==> config.mk <==
export PLATFORM = sky130hd
export DESIGN_NAME = instr_fetch
export DESIGN_NICKNAME = d
export VERILOG_FILES = /design/src/rtl/instr_fetch_pkg.sv /design/src/rtl/instr_fetch_fetch_queue.sv /design/src/rtl/instr_fetch.sv
export SDC_FILE = /design/constraint.sdc
export NUM_CORES = 1
export LEC_CHECK = 0
export BUFFER_PORTS_ARGS = -buffer_cell sky130_fd_sc_hd__buf_2
export CAP_MARGIN = 0
export CORE_MARGIN = 1
export CORE_UTILIZATION = 60
export CTS_BUF_LIST = sky130_fd_sc_hd__clkbuf_4
export CTS_CLUSTER_DIAMETER = 50
export DETAILED_ROUTE_END_ITERATION = 10
export PLACE_DENSITY = 0.89
export SETUP_SLACK_MARGIN = 0.05
export SYNTH_ARGS = -nofsm -noshare
export SYNTH_HDL_FRONTEND = slang
export SYNTH_SLANG_ARGS = --single-unit
==> constraint.sdc <==
create_clock -name clk -period 5.1 [get_ports clk]
set_input_delay 0.765 -clock clk [delete_from_list [all_inputs] [get_ports clk]]
set_output_delay 0.765 -clock clk [all_outputs]
set_load 0.03 [all_outputs]
==> src/rtl/instr_fetch_pkg.sv <==
// Shared fetch/decode definitions: default widths, reset PC and instruction field layout.
// Latency: n/a (declarations only).
// Backpressure: n/a.
package instr_fetch_pkg;

  localparam int IF_PC_W     = 8;
  localparam int IF_INST_W   = 16;
  localparam int IF_RESET_PC = 0;

  // Number of words the fetch queue can hold; issue is throttled against this.
  localparam int FQ_DEPTH = 2;

  // Instruction field bit positions, shared with the decoder.
  localparam int COND_HI    = 15;
  localparam int COND_LO    = 14;
  localparam int OPCD_HI    = 13;
  localparam int OPCD_LO    = 9;
  localparam int DEST_HI    = 8;
  localparam int DEST_LO    = 6;
  localparam int SOURCE_HI  = 5;
  localparam int SOURCE_LO  = 3;
  localparam int SOURCE2_HI = 2;
  localparam int SOURCE2_LO = 0;

  typedef struct packed {
    logic [COND_HI-COND_LO:0]       cond;
    logic [OPCD_HI-OPCD_LO:0]       opcd;
    logic [DEST_HI-DEST_LO:0]       dest;
    logic [SOURCE_HI-SOURCE_LO:0]   source;
    logic [SOURCE2_HI-SOURCE2_LO:0] source2;
  } inst_fields_t;

  function automatic inst_fields_t split_fields(input logic [IF_INST_W-1:0] word);
    return inst_fields_t'(word);
  endfunction

endpackage

==> src/rtl/instr_fetch_fetch_queue.sv <==
// 2-entry FIFO holding fetched {pc, inst} words for the decoder.
// Latency: push visible at head the cycle after it is written; head is registered.
// Backpressure: head held while pop=0; a push into a full queue is ignored unless a pop frees a slot.
//
// Ports: clk, rst_n (sync, active-low), flush (empties queue), push/push_data,
//        pop, count (0..2), head_valid, head_data.
module fetch_queue
  import instr_fetch_pkg::*;
#(
  parameter int W = IF_PC_W + IF_INST_W
) (
  input  logic         clk,
  input  logic         rst_n,
  input  logic         flush,
  input  logic         push,
  input  logic [W-1:0] push_data,
  input  logic         pop,
  output logic [1:0]   count,
  output logic         head_valid,
  output logic [W-1:0] head_data
);

  logic [W-1:0] mem [FQ_DEPTH];
  logic         rd_ptr;
  logic         wr_ptr;
  logic [1:0]   cnt;
  logic         do_push;
  logic         do_pop;

  assign do_pop  = pop & (cnt != 2'd0);
  // A full queue can still take a word when the head leaves in the same cycle.
  assign do_push = push & ((cnt != 2'd2) | do_pop);

  always_ff @(posedge clk) begin
    if (!rst_n || flush) begin
      rd_ptr <= 1'b0;
      wr_ptr <= 1'b0;
      cnt    <= 2'd0;
    end else begin
      if (do_push) wr_ptr <= ~wr_ptr;
      if (do_pop)  rd_ptr <= ~rd_ptr;
      case ({do_push, do_pop})
        2'b10:   cnt <= cnt + 2'd1;
        2'b01:   cnt <= cnt - 2'd1;
        default: cnt <= cnt;
      endcase
    end
  end

  // Storage carries no reset; occupancy alone decides what is valid.
  always_ff @(posedge clk) begin
    if (rst_n && !flush && do_push) mem[wr_ptr] <= push_data;
  end

  assign count      = cnt;
  assign head_valid = (cnt != 2'd0);
  assign head_data  = mem[rd_ptr];

endmodule

==> src/rtl/instr_fetch.sv <==
// Instruction fetch: PC register, ROM read issue and a 2-entry queue feeding the decoder.
// Latency: rom_en in cycle N -> rom_data N+1 -> inst_valid N+2; 1 inst/cycle sustained.
// Backpressure: stall holds the head; issue stops once queued + in-flight words reach 2.
//
// Ports: clk, rst_n (sync, active-low); rom_en/rom_addr/rom_data (sync ROM, 1-cycle read);
//        stall (decoder busy); redirect/redirect_pc (flush and load PC);
//        inst/inst_pc/inst_valid (queue head, zeroed when empty).
module instr_fetch
  import instr_fetch_pkg::*;
#(
  parameter int          PC_W     = IF_PC_W,
  parameter int          INST_W   = IF_INST_W,
  parameter int unsigned RESET_PC = IF_RESET_PC
) (
  input  logic              clk,
  input  logic              rst_n,
  output logic              rom_en,
  output logic [PC_W-1:0]   rom_addr,
  input  logic [INST_W-1:0] rom_data,
  input  logic              stall,
  input  logic              redirect,
  input  logic [PC_W-1:0]   redirect_pc,
  output logic [INST_W-1:0] inst,
  output logic [PC_W-1:0]   inst_pc,
  output logic              inst_valid
);

  logic [PC_W-1:0]        pc;
  logic [PC_W-1:0]        issued_pc;
  logic                   inflight;
  logic [1:0]             count;
  logic                   head_valid;
  logic [PC_W+INST_W-1:0] head_data;
  logic [PC_W+INST_W-1:0] push_data;
  logic                   pop;
  logic                   push;
  logic [2:0]             occ_after_pop;

  // Redirect suppresses both consumption and the returning word: everything
  // fetched before the redirect belongs to the wrong path.
  assign pop  = head_valid & ~stall & ~redirect;
  assign push = inflight & ~redirect;

  // Words that will still occupy the queue next cycle, counting the one in
  // flight; a new read is only issued if its return is guaranteed a slot.
  assign occ_after_pop = {1'b0, count} + {2'b00, inflight} - {2'b00, pop};
  assign rom_en        = rst_n & ~redirect & (occ_after_pop < 3'(FQ_DEPTH));
  assign rom_addr      = pc;

  always_ff @(posedge clk) begin
    if (!rst_n) begin
      pc        <= PC_W'(RESET_PC);
      issued_pc <= '0;
      inflight  <= 1'b0;
    end else if (redirect) begin
      pc       <= redirect_pc;
      inflight <= 1'b0;
    end else begin
      inflight <= rom_en;
      if (rom_en) begin
        pc        <= pc + PC_W'(1);
        issued_pc <= pc;
      end
    end
  end

  assign push_data = {issued_pc, rom_data};

  fetch_queue #(
    .W(PC_W + INST_W)
  ) u_queue (
    .clk       (clk),
    .rst_n     (rst_n),
    .flush     (redirect),
    .push      (push),
    .push_data (push_data),
    .pop       (pop),
    .count     (count),
    .head_valid(head_valid),
    .head_data (head_data)
  );

  assign inst_valid = head_valid;
  assign inst       = head_valid ? head_data[INST_W-1:0] : '0;
  assign inst_pc    = head_valid ? head_data[PC_W+INST_W-1:INST_W] : '0;

endmodule

==> reports/summary.txt, run 1 <==
clk buf depth -> 2
DR DRC count -> 7
GPL Wtd Cong -> 0.995
sw frac -> 24.0%
CTS Sinks -> 70
crit path max-delay cell type -> dfxtp_1
minimum clock period -> 3.70 ns
clk slew on worst S/H paths -> 0.10 ns
Synthesis Warnings -> 0
Final Hold Fails -> 0
Setup TNS -> 0 ns
pin count of the biggest net entering global routing -> 29
Num CTS Buffers -> 9
Iter 0 DRT Violations -> 117
met1 GRT Util -> 28.5%
Layout fillers -> 307
mapped cell area -> 2870 µm²
Die Wd -> 71.2 µm
WP buf/inv -> 2
TritonCTS clock tree -> built
WL per Instance -> 14.8 µm
critical path startpoint category -> register
antenna fix cells -> 0
met2 Use GR -> 34.8%
Net Count, Synth -> 252
CP Data Required Time -> 4.34 ns
crit-path cells -> nor2_2 -> nor3_1 -> ha_1 -> nand2b_1 -> fa_1 -> xor2_1 -> nor3b_1 -> buf_4 -> buf_2
HP Class -> register to register
# setup viols final -> 0
GR Overflow Total -> 0
Worst slew margin -> 26.9%
# IOs -> 62
Pre-antenna DRT Iters -> 10
CP delay by family, top -> adder cells
Int Power -> 754 µW
max_cap viols -> 0
CTS H-tree depth -> 3
Final Max Slew Viols -> 0
worst-margin pin slew -> 1.10 ns
Mapped Cells -> 220
Leak -> 1.30 nW
Clk Latency, worst-skew pair -> 0.40 ns
cts hold-fix bufs -> 0
CTS Root Cell -> clkbuf_4
CP max stage delay -> 0.52 ns
Distinct cells, synth -> 34
dominant synthesized flop cell -> edfxtp_1
sw power -> 238 µW
Post-DRT Antenna Nets -> 0
Total Routed Length -> 5080 µm
share of cells above drive strength 1 -> 29.7%
gr usage total -> 22.4%
Worst Setup End Kind -> output port
sequential power share -> 63.3%
Mean Syn Cell Area -> 13.1 µm²
met3 usage -> 6.98%
Pwr Density -> 297 nW/µm²
fin nets -> 317
Final Power -> 992 µW
Initial Util -> 64.2%
Top Usage Layer GRT -> met2
Max Clk Rate -> 271 MHz
crit path max fanout -> 9
vias in the first global route -> 1813
share of power burned in combinational logic -> 8.0%
Crit Path Category -> register to output port
wire length of the first global-routing pass -> 8360 µm
flops & latches, synth -> 70
Row Count -> 24
Seq/Total Area, Yosys -> 65.5%
Area growth, synth to finish -> 16.0%
vias -> 1904
Core Area -> 4470 µm²
Final Skew -> 0.0127 ns
asr flop ratio synth -> 0%
antenna violations before repair -> 0
status -> finished, violations left
Critical Path AT -> 2.93 ns
full die area -> 5070 µm²
PortBufs -> 61
Clk pwr share -> 28.7%
vias per cell -> 5.57
Final Cycle Share -> 72.5%
Die Span Y -> 71.2 µm
CTS resizes -> 0
postcts setup bufs -> 0
RSZ-0062 raised after global routing -> no
failing checks -> DRC
count of flip-flops with a built-in enable after synthesis -> 48
maximum vdd drop -> 0.155 mV
DP Wirelength -> 3430 µm
==> per-layer routing <==
metal	vias up	part of all wire [%]
li1	928	-
met1	903	46
met2	62	47
met3	11	5.1
met4	0	1.8
met5	-	0
==> worst register-to-register path, delay by kind of cell (launching register included) <==
family          cells  cell delay [ns]
compound gates      2             0.37
xor+xnor            1             0.21
fa+ha+maj           2             0.70
flops               1             0.52
simple gates        4             0.94
==> final cells by class <==
cell class	instances	area (µm²)	area share (%)
Sequential cell	70	1880	56.5
Multi-Input combinational cell	132	915	27.4
Timing Repair Buffer	65	335	10.1
Clock buffer	11	82.6	2.48
Tap cell	52	65.1	1.95
Clock inverter	5	27.5	0.826
Inverter	7	26.3	0.788
==> cells in the final DEF (no fill, tap or decap), types with 2 or more instances in the layout <==
cell,instances
a21oi_1,9
and3_1,4
buf_2,61
buf_4,4
clkbuf_4,11
clkinv_2,4
dfxtp_1,22
edfxtp_1,48
ha_1,3
inv_1,7
mux2i_1,33
nand2_1,7
nand3_1,3
nor2_1,34
nor3_1,3
nor3b_1,2
o21ai_0,7
or3_1,2
xnor2_1,3
xor2_1,6
==> logic make-up (layout without fill, tap and decap cells) <==
logic type | Yosys count | count (layout) | share of synthesized area (%)
buffers and inverters | 18 | 88 | 2.92
multiplexers | 33 | 33 | 11.5
XOR/XNOR | 9 | 9 | 2.74
adder cells (fa/ha/maj) | 4 | 4 | 2.00
AO/OA/AOI/OAI | 23 | 23 | 4.79
AND/OR/NAND/NOR | 63 | 63 | 10.5
flip-flops | 70 | 70 | 65.5
==> power groups by stage <==
| stage | Clock, mW | Combinational (mW) | Sequential, mW |
|---|---|---|---|
| 2_1_floorplan | 0 | 0.0433 | 0.647 |
| 3_3_place_gp | 0 | 0.0764 | 0.640 |
| 3_5_place_dp | 0 | 0.0793 | 0.640 |
| 4_1_cts | 0.294 | 0.0797 | 0.627 |
| 5_1_grt | 0.326 | 0.0869 | 0.630 |
| 6_report | 0.285 | 0.0792 | 0.627 |
==> registers in the layout, indices dropped and copies added, names as in the netlist, named ones only <==
| name | cells |
|---|---|
| u_queue.rd_ptr | 1 |
| u_queue.wr_ptr | 1 |
| rom_addr | 8 |
| u_queue.count | 2 |
| inflight | 1 |
| issued_pc | 8 |
| u_queue.mem | 48 |
==> worst paths after layout <==
| check | endpoint | slack (ns) | start | cells past startpoint |
|---|---|---|---|---|
| setup / recovery | rom_en | 1.40 | u_queue.count[1] | 9 |
| setup reg to reg | rom_addr[7] | 2.24 | u_queue.count[1] | 9 |
| hold / removal | u_queue.mem[0][17] | 0.47 | issued_pc[1] | 0 |
| hold reg to reg | u_queue.mem[0][17] | 0.47 | issued_pc[1] | 0 |
==> cell usage after synthesis, types with 4 or more instances <==
cell type	instances	area (µm²)
and3_1	4	25.0
clkbuf_1	4	15.0
nand2_1	7	26.3
o21ai_0	7	35.0
nor2_1	35	131
mux2i_1	33	330
xor2_1	6	52.6
nor3_1	4	20.0
buf_1	4	15.0
inv_1	7	26.3
a21oi_1	9	45.0
dfxtp_1	22	440
edfxtp_1	48	1440
==> through the flow <==
| stage | setup WS, ns | utilization, % | cells | cell area, µm² | hold slack [ns] |
|---|---|---|---|---|---|
| finish | 1.40 | 74.5 | 342 | 3330 | 0.466 |
| global route | 1.21 | 74.5 | 342 | 3330 | 0.488 |
| CTS | 1.38 | 74.5 | 342 | 3330 | 0.470 |
| detailed placement | 1.49 | 72.0 | 326 | 3220 | 0.445 |
| global placement | 1.52 | 72.0 | 326 | 3220 | 0.438 |
| floorplan | 1.74 | - | 220 | 2870 | 0.425 |
No activity file was read; power rests on OpenSTA's default activity.
==> run 2: changes to the inputs <==
--- a/config.mk
+++ b/config.mk
@@ -8,11 +8,11 @@
 export BUFFER_PORTS_ARGS = -buffer_cell sky130_fd_sc_hd__buf_2
 export CAP_MARGIN = 0
 export CORE_MARGIN = 1
-export CORE_UTILIZATION = 60
+export CORE_UTILIZATION = 50
 export CTS_BUF_LIST = sky130_fd_sc_hd__clkbuf_4
 export CTS_CLUSTER_DIAMETER = 50
 export DETAILED_ROUTE_END_ITERATION = 10
-export PLACE_DENSITY = 0.89
+export PLACE_DENSITY = 0.79
 export SETUP_SLACK_MARGIN = 0.05
 export SYNTH_ARGS = -nofsm -noshare
 export SYNTH_HDL_FRONTEND = slang
==> constraint.sdc (replaced) <==
create_clock -name clk -period 3 [get_ports clk]
set_input_delay 0.45 -clock clk [delete_from_list [all_inputs] [get_ports clk]]
set_output_delay 0.45 -clock clk [all_outputs]
set_load 0.03 [all_outputs]
==> run 2 against run 1 <==
Net effect: count of clock-buffer cells in the layout is the same; utilization is 11 points lower; the run now ends clean; sequential share of layout area fell by 2.5 points.
==> reports/summary.txt, run 2 (same netlist as run 1, synthesis figures left out) <==
Pwr Density -> 510 nW/µm² (was 297 nW/µm²)
R2R setup slack -> 0.36 ns (was 2.24 ns)
PortBufs -> 61 (unchanged)
Num CTS Buffers -> 9 (unchanged)
FF-to-FF End -> rom_addr[7] (unchanged)
vias in the first global route -> 1787 (was 1813)
full die area -> 6050 µm² (was 5070 µm²)
Initial Util -> 52.2% (was 64.2%)
critical path startpoint category -> register (unchanged)
worst-margin pin slew -> 0.432 ns (was 1.10 ns)
Critical Path AT -> 2.39 ns (was 2.93 ns)
wire length of the first global-routing pass -> 8420 µm (was 8360 µm)
pin count of the biggest net entering global routing -> 29 (unchanged)
WL per Instance -> 14.0 µm (was 14.8 µm)
worst hold start -> rom_data[14] (was issued_pc[1])
Layout fillers -> 434 (was 307)
Seq. cell area -> 1890 µm² (was 1880 µm²)
Final Util -> 63.5% (was 74.5%)
max_cap viols -> 0 (unchanged)
most frequent cells in the layout -> buf_2, edfxtp_1, nor2_1 (unchanged)
vias -> 1897 (was 1904)
Die Span Y -> 77.8 µm (was 71.2 µm)
commonest non-fill, non-tap cell in the layout -> buf_2 (unchanged)
CP Data Required Time -> 2.55 ns (was 4.34 ns)
Largest register FFs -> 48 (unchanged)
Clk Latency, worst-skew pair -> 0.39 ns (was 0.40 ns)
GR Overflow Total -> 0 (unchanged)
Worst Setup End Kind -> output port (unchanged)
antenna fix cells -> 0 (unchanged)
Die Wd -> 77.8 µm (was 71.2 µm)
Worst slew margin -> 71.2% (was 26.9%)
antenna violations before repair -> 0 (unchanged)
clk slew on worst S/H paths -> 0.11 ns (was 0.10 ns)
vias per cell -> 5.15 (was 5.57)
Post-DRT Antenna Nets -> 0 (unchanged)
Total Routed Length -> 5170 µm (was 5080 µm)
GPL Wtd Cong -> 0.888 (was 0.995)
Crit Path Category -> register to output port (unchanged)
Critical Path Start -> u_queue.count[0] (was u_queue.count[1])
Final Hold Fails -> 0 (unchanged)
# IOs -> 62 (unchanged)
Final Skew -> 0.00604 ns (was 0.0127 ns)
Row Count -> 27 (was 24)
CTS Root Cell -> clkbuf_4 (unchanged)
Iter 0 DRT Violations -> 120 (was 117)
Core Area -> 5510 µm² (was 4470 µm²)
fin nets -> 323 (was 317)
status -> complete, no violations (was finished, violations left)
TritonCTS clock tree -> built (unchanged)
final hold slack -> 0.243 ns (was 0.466 ns)
area occupied by multi-input gates -> 971 µm² (was 915 µm²)
Final Max Slew Viols -> 0 (unchanged)
Hold Crit Depth -> 1 (was 0)
RSZ-0062 raised after global routing -> no (unchanged)
DR DRC count -> 0 (was 7)
Setup TNS -> 0 ns (unchanged)
Area growth, synth to finish -> 21.7% (was 16.0%)
minimum clock period -> 2.84 ns
RR Startpoint -> u_queue.count[0] (was u_queue.count[1])
register with the most flip-flops -> u_queue.mem (unchanged)
Pre-antenna DRT Iters -> 4 (was 10)
CTS Sinks -> 70 (unchanged)
Leak -> 1.35 nW (was 1.30 nW)
Final Cycle Share -> 94.6%
Max Clk Rate -> 353 MHz
crit path max fanout -> 5 (was 9)
maximum vdd drop -> 0.271 mV (was 0.155 mV)
clk buf depth -> 2 (unchanged)
HP Class -> primary input to register (was register to register)
gr usage total -> 18.6% (was 22.4%)
CTS H-tree depth -> 3 (unchanged)
DP Wirelength -> 3310 µm (was 3430 µm)
r2r worst-path depth -> 10 (was 9)
Critical Path End -> rom_en (unchanged)
# setup viols final -> 0 (unchanged)
Final Power -> 1.78 mW (was 992 µW)
share of cells above drive strength 1 -> 32.8% (was 29.7%)
-- run 2: metal layers --
metal	track usage (%)	part of all wire [%]
met1	23.3	46
met2	30.5	48
met3	3.76	5.1
met4	9.25	1.1
met5	0	0
-- run 2: stage by stage --
stage               instance area [µm²]  cells  setup slack [ns]
finish                             3500    368             0.163
global route                       3500    368            0.0639
CTS                                3440    366            0.0695
detailed placement                 3280    350             0.124
global placement                   3280    350             0.154
floorplan                          2880    220             0.124
-- run 2: report_power, final --
group / total [mW] / switching (mW) / leakage, nW / internal [mW]
Sequential: 1.07 / 0.0199 / 0.623 / 1.05
Combinational: 0.143 / 0.0868 / 0.659 / 0.0558
Clock: 0.573 / 0.307 / 0.0719 / 0.267
-- run 2: how the worst min path moves through the flow --
stage                         endpoint
floorplan           u_queue.mem[0][16]
global placement    u_queue.mem[0][22]
detailed placement  u_queue.mem[1][21]
CTS                 u_queue.mem[0][10]
global route        u_queue.mem[1][14]
finish              u_queue.mem[1][14]
-- run 2: layout make-up --
| class | count | area share, % |
|---|---|---|
| Sequential cell | 70 | 54.0 |
| Multi-Input combinational cell | 132 | 27.8 |
| Inverter | 7 | 0.751 |
| Clock inverter | 5 | 1.43 |
| Timing Repair Buffer | 71 | 11.2 |
| Tap cell | 72 | 2.58 |
| Clock buffer | 11 | 2.36 |
-- run 2: worst max-delay path, stage by stage, from the launching register on --
cell      delay [ns]
dfxtp_4         0.38
nor2_4          0.09
nor3_2          0.04
ha_1            0.28
nand2b_4        0.15
fa_2            0.42
xor2_4          0.20
nor3b_4         0.19
buf_6           0.12
buf_6           0.12
-- run 2: repair_timing --
| item | in CTS | in global routing |
|---|---|---|
| pin swaps | 1 | 2 |
| gates resized for setup | 6 | 8 |
| setup endpoints to repair | 1 | 1 |
| setup buffers | 0 | 2 |
| hold buffers | 0 | 0 |
==> run 3: changes to the inputs <==
--- a/config.mk
+++ b/config.mk
@@ -13,7 +13,9 @@
 export CTS_CLUSTER_DIAMETER = 50
 export DETAILED_ROUTE_END_ITERATION = 10
 export PLACE_DENSITY = 0.79
+export REMOVE_ABC_BUFFERS = 1
 export SETUP_SLACK_MARGIN = 0.05
+export SLEW_MARGIN = 20
 export SYNTH_ARGS = -nofsm -noshare
 export SYNTH_HDL_FRONTEND = slang
 export SYNTH_SLANG_ARGS = --single-unit
==> run 3 against run 2 <==
Net effect: design area down 1.4%; combinational power about the same; power about the same; highest routed layer unchanged.
==> reports/summary.txt, run 3 (same netlist as run 1, synthesis figures left out) <==
PortBufs -> 61 (unchanged)
Crit Path Category -> register to output port (unchanged)
vias in the first global route -> 1766 (was 1787)
Final Power -> 1.78 mW (about the same)
Layout fillers -> 432 (was 434)
fin nets -> 321 (was 323)
Final Skew -> 0.0204 ns (was 0.00604 ns)
# IOs -> 62 (unchanged)
share of cells above drive strength 1 -> 31.6% (was 32.8%)
WL per Instance -> 14.0 µm (about the same)
Final Cycle Share -> 95.0% (was 94.6%)
antenna violations before repair -> 0 (unchanged)
Iter 0 DRT Violations -> 112 (was 120)
critical path startpoint category -> register (unchanged)
RSZ-0062 raised after global routing -> no (unchanged)
Worst slew margin -> 72.3% (was 71.2%)
WP buf/inv -> 1 (was 2)
CP Data Required Time -> 2.55 ns (about the same)
wire length of the first global-routing pass -> 8220 µm (was 8420 µm)
most frequent cells in the layout -> buf_2, edfxtp_1, nor2_1 (unchanged)
commonest non-fill, non-tap cell in the layout -> buf_2 (unchanged)
clk slew on worst S/H paths -> 0.12 ns (was 0.11 ns)
GPL Wtd Cong -> 0.829 (was 0.888)
worst hold start -> rom_data[12] (was rom_data[14])
area occupied by multi-input gates -> 941 µm² (was 971 µm²)
HP Class -> primary input to register (unchanged)
dpl cell area -> 3270 µm² (was 3280 µm²)
crit path max fanout -> 5 (unchanged)
Critical Path Start -> u_queue.count[0] (unchanged)
Die Wd -> 77.8 µm (unchanged)
DP Wirelength -> 3360 µm (was 3310 µm)
Setup WS pre-CTS -> 0.0653 ns (was 0.124 ns)
vias -> 1894 (was 1897)
Setup WS post-layout -> 0.151 ns (was 0.163 ns)
RR Startpoint -> u_queue.count[0] (unchanged)
Final Max Slew Viols -> 0 (unchanged)
gr usage total -> 18.1% (was 18.6%)
maximum vdd drop -> 0.305 mV (was 0.271 mV)
Hold Crit Depth -> 1 (unchanged)
Post-DRT Antenna Nets -> 0 (unchanged)
Area growth, synth to finish -> 20.0% (was 21.7%)
final instance area -> 3450 µm² (was 3500 µm²)
Hold EP -> u_queue.mem[1][12] (was u_queue.mem[1][14])
R2R setup slack -> 0.29 ns (was 0.36 ns)
crit path max-delay cell type -> dfxtp_4 (was fa_2)
Clk Latency, worst-skew pair -> 0.41 ns (was 0.39 ns)
CTS Sinks -> 70 (unchanged)
# setup viols final -> 0 (unchanged)
Leak -> 1.33 nW (was 1.35 nW)
Worst Setup End Kind -> output port (unchanged)
CP delay by family, top -> adder cells (unchanged)
full die area -> 6050 µm² (unchanged)
crit-path cells -> nor2_2 -> nor3_2 -> ha_1 -> nand2b_1 -> fa_2 -> xor2_2 -> nor3b_4 -> buf_6 (was nor2_4 -> nor3_2 -> ha_1 -> nand2b_4 -> fa_2 -> xor2_4 -> nor3b_4 -> buf_6 -> buf_6)
CP max stage delay -> 0.38 ns (was 0.42 ns)
r2r worst-path depth -> 10 (unchanged)
Total Routed Length -> 5110 µm (was 5170 µm)
worst-margin pin slew -> 0.412 ns (was 0.432 ns)
Max Clk Rate -> 351 MHz (was 353 MHz)
vias per cell -> 5.17 (was 5.15)
DR DRC count -> 0 (unchanged)
GR Overflow Total -> 0 (unchanged)
Initial Util -> 52.2% (unchanged)
max_cap viols -> 0 (unchanged)
CTS H-tree depth -> 3 (unchanged)
TritonCTS clock tree -> built (unchanged)
Seq. cell area -> 1890 µm² (about the same)
Num CTS Buffers -> 9 (unchanged)
minimum clock period -> 2.85 ns (was 2.84 ns)
FF-to-FF End -> rom_addr[7] (unchanged)
Largest register FFs -> 48 (unchanged)
antenna fix cells -> 0 (unchanged)
CTS Root Cell -> clkbuf_4 (unchanged)
Final Hold Fails -> 0 (unchanged)
status -> complete, no violations (unchanged)
Pre-antenna DRT Iters -> 4 (unchanged)
clk buf depth -> 2 (unchanged)
pin count of the biggest net entering global routing -> 29 (unchanged)
Row Count -> 27 (unchanged)
Critical Path AT -> 2.40 ns (was 2.39 ns)
register with the most flip-flops -> u_queue.mem (unchanged)
Pwr Density -> 517 nW/µm² (was 510 nW/µm²)
Core Area -> 5510 µm² (unchanged)
Die Span Y -> 77.8 µm (unchanged)
## run 3: changes by cell type in the layout (fill, tap and decap cells not counted), sizes merged
| cell | change |
|---|---|
| clkinv | +3 |
| buf | -2 |
| clkbuf | -2 |
| clkinvlp | -1 |
## run 3: where the power goes
group | total [mW] | switching, mW | internal (mW)
Combinational | 0.140 | 0.0867 | 0.0532
Sequential | 1.07 | 0.0181 | 1.05
Clock | 0.577 | 0.328 | 0.249
Total | 1.78 | 0.433 | 1.35
## run 3: per-layer routing
metal  share of wire [%]  track usage [%]  up-vias  wire, µm
li1                    -                -      932         -
met3                 6.8             5.41       14       347
met1                  44             23.1      875      2240
met2                  47             27.9       73      2400
met4                 2.2             9.62        0       115
met5                   0                0        -         0
## run 3: area by class of cell
class / count / share of cell area (%)
Clock buffer: 9 / 1.96
Clock inverter: 7 / 1.89
Inverter: 7 / 0.762
Multi-Input combinational cell: 132 / 27.3
Sequential cell: 70 / 54.7
Tap cell: 72 / 2.61
Timing Repair Buffer: 69 / 10.8
## run 3: what timing repair did
item                       in CTS  in global routing
pin swaps                       1                  2
cloned                          0                  0
setup endpoints to repair       1                  1
hold buffers                    0                  0
gates resized for setup         5                  4
setup buffers                   0                  1
## run 3: worst max path at each step
stage                   end  slack [ns]  cells after the start
5_1_grt              rom_en        0.06                      8
4_1_cts              rom_en        0.06                      7
2_1_floorplan  issued_pc[5]       -1.52                      9
3_3_place_gp         rom_en        0.16                      8
3_5_place_dp    rom_addr[7]        0.07                      9
6_report             rom_en        0.15                      8
## run 3: per-stage QoR
| stage | cells | hold slack [ns] | utilization [%] | TNS, ns |
|---|---|---|---|---|
| global placement | 349 | 0.437 | 59.4 | 0 |
| floorplan | 209 | 0.425 | - | -15.11 |
| detailed placement | 349 | 0.444 | 59.4 | 0 |
| CTS | 365 | 0.198 | 62.1 | 0 |
| global route | 366 | 0.193 | 62.6 | 0 |
| finish | 366 | 0.214 | 62.6 | 0 |
